### config.mk
export PLATFORM = sky130hd
export DESIGN_NAME = rr_arbiter_32
export DESIGN_NICKNAME = d
export VERILOG_FILES = /design/src/rtl/arb_pkg.sv /design/src/rtl/decoder_5to32.sv /design/src/rtl/rr_arbiter_32.sv
export SDC_FILE = /design/constraint.sdc
export NUM_CORES = 1
export LEC_CHECK = 0
export CAP_MARGIN = 40
export CELL_PAD_IN_SITES_DETAIL_PLACEMENT = 1
export CELL_PAD_IN_SITES_GLOBAL_PLACEMENT = 2
export CORE_MARGIN = 1.5
export CORE_UTILIZATION = 35
export DETAILED_ROUTE_END_ITERATION = 12
export HOLD_SLACK_MARGIN = 0.1
export PLACE_DENSITY_LB_ADDON = 0.25
export SYNTH_ARGS = -nofsm -noshare
export SYNTH_HDL_FRONTEND = slang
export SYNTH_SLANG_ARGS = --single-unit
### constraint.sdc
create_clock -name clk_i -period 12.6 [get_ports clk_i]
set_clock_uncertainty 0.2 [all_clocks]
set_input_delay 1.26 -clock clk_i [delete_from_list [all_inputs] [get_ports clk_i]]
set_output_delay 1.26 -clock clk_i [all_outputs]
set_load 0.01 [all_outputs]
### src/rtl/arb_pkg.sv
// Shared constants and state encoding for the 32-way round-robin arbiter.
// Latency: n/a (declarations only).
// Backpressure: n/a.
package arb_pkg;

    localparam int NUM_REQ = 32;
    localparam int IDX_W   = 5;
    localparam int CNT_W   = 8;

    typedef enum logic {
        ST_IDLE = 1'b0,
        ST_BUSY = 1'b1
    } arb_state_t;

endpackage

### src/rtl/decoder_5to32.sv
// Binary-to-one-hot decoder, 5-bit index to 32-bit mask.
// Latency: combinational.
// Backpressure: none.
module decoder_5to32 (
    input  logic [4:0]  a_i,
    output logic [31:0] out_o
);

    always_comb begin
        out_o = '0;
        out_o[a_i] = 1'b1;
    end

endmodule

### src/rtl/rr_arbiter_32.sv
// Round-robin arbiter granting one of 32 requesters, held until release, drop or hold limit.
// Latency: grant visible one edge after the request is sampled; one idle cycle between grants.
// Backpressure: owner holds until release_i, its request drops, or HOLD_MAX cycles elapse.
module rr_arbiter_32
    import arb_pkg::*;
#(
    parameter int HOLD_MAX = 16
) (
    input  logic               clk_i,
    input  logic               rst_i,
    input  logic [NUM_REQ-1:0] req_i,
    input  logic               release_i,
    output logic               grant_valid_o,
    output logic [IDX_W-1:0]   grant_idx_o,
    output logic [NUM_REQ-1:0] grant_o,
    output logic               timeout_o
);

    localparam logic [CNT_W-1:0] CNT_LAST = CNT_W'(HOLD_MAX - 1);

    arb_state_t          state;
    logic [IDX_W-1:0]    ptr;
    logic [CNT_W-1:0]    cnt;
    logic [IDX_W:0]      pick;
    logic                pick_vld;
    logic [IDX_W-1:0]    pick_idx;
    logic                owner_rel;
    logic                owner_drop;
    logic                hold_hit;
    logic                grant_end;
    logic [NUM_REQ-1:0]  grant_mask;

    // First set request at or after base, wrapping modulo 32; MSB flags a hit.
    function automatic logic [IDX_W:0] rr_pick(
        input logic [NUM_REQ-1:0] req,
        input logic [IDX_W-1:0]   base
    );
        logic [IDX_W:0]   res;
        logic [IDX_W-1:0] cand;
        res = '0;
        for (int i = NUM_REQ - 1; i >= 0; i--) begin
            cand = base + IDX_W'(i);
            if (req[cand]) begin
                res = {1'b1, cand};
            end
        end
        return res;
    endfunction

    assign pick     = rr_pick(req_i, ptr);
    assign pick_vld = pick[IDX_W];
    assign pick_idx = pick[IDX_W-1:0];

    assign owner_rel  = release_i;
    assign owner_drop = ~req_i[grant_idx_o];
    assign hold_hit   = (cnt == CNT_LAST);
    assign grant_end  = owner_rel | owner_drop | hold_hit;

    always_ff @(posedge clk_i) begin
        if (rst_i) begin
            state         <= ST_IDLE;
            ptr           <= '0;
            cnt           <= '0;
            grant_valid_o <= 1'b0;
            grant_idx_o   <= '0;
            timeout_o     <= 1'b0;
        end else begin
            timeout_o <= 1'b0;
            if (state == ST_IDLE) begin
                if (pick_vld) begin
                    grant_idx_o   <= pick_idx;
                    grant_valid_o <= 1'b1;
                    cnt           <= '0;
                    state         <= ST_BUSY;
                end
            end else begin
                cnt <= cnt + 1'b1;
                if (grant_end) begin
                    grant_valid_o <= 1'b0;
                    state         <= ST_IDLE;
                    ptr           <= grant_idx_o + 1'b1;
                    // A coincident release or drop wins over the hold limit.
                    timeout_o     <= hold_hit & ~owner_rel & ~owner_drop;
                end
            end
        end
    end

    decoder_5to32 u_grant_dec (
        .a_i   (grant_idx_o),
        .out_o (grant_mask)
    );

    assign grant_o = grant_mask & {NUM_REQ{grant_valid_o}};

endmodule

==> out/metrics.cfg <==
[clocking]
path_clk_slew_ps = 70
cts_resized = 0
cts_buffers = 3
clock-root-buffer = clkbuf_16
clkSinkCount = 21
htreeDepth = 1
hold_buffers = 0
cts_setup_buffers = 0
insertion_delay_ps = 260
cts_tree = yes
clockBufferDepth = 2

[yosys]
ys_async_sr_fraction = 0
synth_edf_count = 0
synth_nets = 960
netlist_instances = 909
netlist_area_mm2 = 0.007744
yosysTopAreaCellShare = 0.2385
ys.flop_type = dfxtp_1
netlist_top_cells_area = mux4_2 (24%), mux2i_1 (10%), mux2_2 (6.3%), dfxtp_1 (5.4%), nand2_1 (4.1%)
ys_seq_area_frac = 0.05429
yosysWarnings = 0
syn_avg_cell_area_um2 = 8.519
yosys-top-cells-count = nand2_1 (85), nor2_1 (83), mux4_2 (82), mux2i_1 (80), o21ai_0 (47)
yosysMostFrequentCell = nand2_1
synth_top_cell_by_area = mux4_2
ys_ff_latch = 21
yosysUniqueCellTypes = 79

[layout]
drive_gt1_frac = 0.2034
nFillCells = 2585
regArea_um2 = 424.2
final_nets = 1006
insertedDiodeCount = 0
area_growth_pct = 14.23
multiInputGateArea_mm2 = 0.006913

[timing]
setup_violations = 0
rsz0062_at_grt = no
worst-slew-pin-transition_ps = 930.6
layout_min_cycle_time_ps = 5980
fmax_ghz = 0.1672
fin_tns_setup_ps = 0
slew_headroom = 0.3618
finalMaxSlewViolations = 0
finalCritPeriodShare = 0.4746
finalHoldViolCount = 0

[setup_path]
critPathKind = flip-flop to flip-flop
endpoint_kind = flip-flop
critical_path_required_ps = 12560
crit_family = multiplexers
worstPathMaxFanout = 24
critPathBufInv = 2
slowest_stage = mux2i_1
rrSetupSlack_ps = 6620
arrival_ps = 5940
start_kind = flip-flop
path_cells = inv_1 -> ha_1 -> buf_4 -> mux2_2 -> nor3_1 -> a211oi_1 -> mux2_1 -> mux2i_1 -> nand3_1 -> or4_4 -> o21ai_2 -> a2111oi_0 -> a221oi_2
cpPeakStageDelay_ps = 710

[floorplanning]
dieArea_mm2 = 0.02303
die_w_um = 151.7
initial_core_util = 0.3559
die_h_um = 151.7
io_pins = 74
core-area_mm2 = 0.02176
rows = 54

[routing]
m1WireLength_um = 15270
viasPerCell = 6.708
highest_layer = met5
drt_wl_total_um = 35550
routed-wl-met3_um = 2292
drc = 0
routedWlPerCell_um = 28.81
ant_nets = 0
drtPass1Iterations = 5
vias = 8278
drt_iter0_drc = 666
wl_met2_um = 15750

[place]
port_buffers = 73
gp_congestion = 0.9859
dp_hpwl_um = 27910

[global_route]
grt_pass1_vias = 7979
grt_overflow_total = 0
antenna_found_initial = 1
grt_usage = 0.3111
grt_pass1_wl_um = 52570
grt_max_degree = 51

[run_status]
status = finished clean

[flow_run]
max-cap-violations = 0

[hold_path]
hp-class = flip-flop to flip-flop

tightest hold or removal path: stages (launching register included):
cell and delay [ps]:
dfxtp_1 330, nand3_1 70, a21oi_1 50
final timing paths:
check                           startpoint             end  cells past startpoint
worst max register to register      ptr[1]  grant_idx_o[3]                     13
worst min-delay path                cnt[7]          cnt[7]                      2
worst max-delay path                ptr[1]  grant_idx_o[3]                     13
worst min register to register      cnt[7]          cnt[7]                      2
through the flow:
stage	setup slack (ps)	util	hold WS, ps	cell area [µm²]	cells
2_1_floorplan	7506	-	251.4	7744	909
5_1_grt	6212	0.4066	321.5	8846	1234
3_3_place_gp	6750	0.4007	272.3	8718	1225
3_5_place_dp	6760	0.4028	291.0	8763	1230
4_1_cts	6731	0.4066	302.0	8846	1234
6_report	6621	0.4066	293.3	8846	1234
cell usage in the layout, fill, tap and decap left out, types with 5 or more instances in the layout:
cell type / n
o221ai_1: 6
a31oi_1: 8
a21oi_1: 36
o2111ai_1: 7
xor2_1: 6
mux4_2: 82
inv_1: 27
or2_2: 8
mux2_1: 20
ha_1: 16
a21o_1: 6
a22oi_1: 6
o21a_1: 7
dfxtp_1: 18
nand4_1: 9
nand2_1: 85
o211ai_1: 14
mux2_2: 43
nor3_1: 18
a21boi_0: 5
and2_1: 7
buf_4: 29
a211oi_1: 18
and3_1: 6
xnor2_1: 28
nand3_1: 21
nor2_1: 83
clkdlybuf4s50_1: 73
or3_1: 9
a2111oi_0: 8
nand2b_1: 11
o22ai_1: 11
nor2b_1: 12
mux2i_1: 80
o21ai_0: 47
sequential cells by signal (all words and copies together), names as in the netlist:
signal	flops
cnt	8
timeout_o	1
grant_valid_o	1
grant_idx_o	5
state	1
ptr	5
layer usage:
metal,global-route usage,up-vias
met5,0,-
met2,0.4749,384
li1,-,3645
met4,0.1731,2
met1,0.4199,4164
met3,0.04581,83
cell type report:
| cell class | instances | area share |
|---|---|---|
| tap | 280 | 0.03960 |
| multi-input combinational | 796 | 0.7815 |
| clock inverter | 1 | 0.0008487 |
| timing repair buffer | 103 | 0.1089 |
| sequential | 21 | 0.04795 |
| inverter | 30 | 0.01273 |
| clock buffer | 3 | 0.008487 |
logic make-up (layout without fill, tap and decap cells):
| logic type | count (synthesis) | count (layout) | synth area share |
|---|---|---|---|
| and+or+nand+nor | 295 | 295 | 0.1853 |
| muxes | 227 | 227 | 0.4382 |
| AOI/OAI and AO/OA | 220 | 220 | 0.1950 |
| buffers and inverters | 92 | 137 | 0.05494 |
| xor gates and xnor gates | 38 | 38 | 0.04637 |
| DFF | 21 | 21 | 0.05429 |
| adders and majority gates | 16 | 16 | 0.02585 |
Power is not shown: default switching activity piles up to over one toggle a cycle in this logic, so the estimate is an artifact.
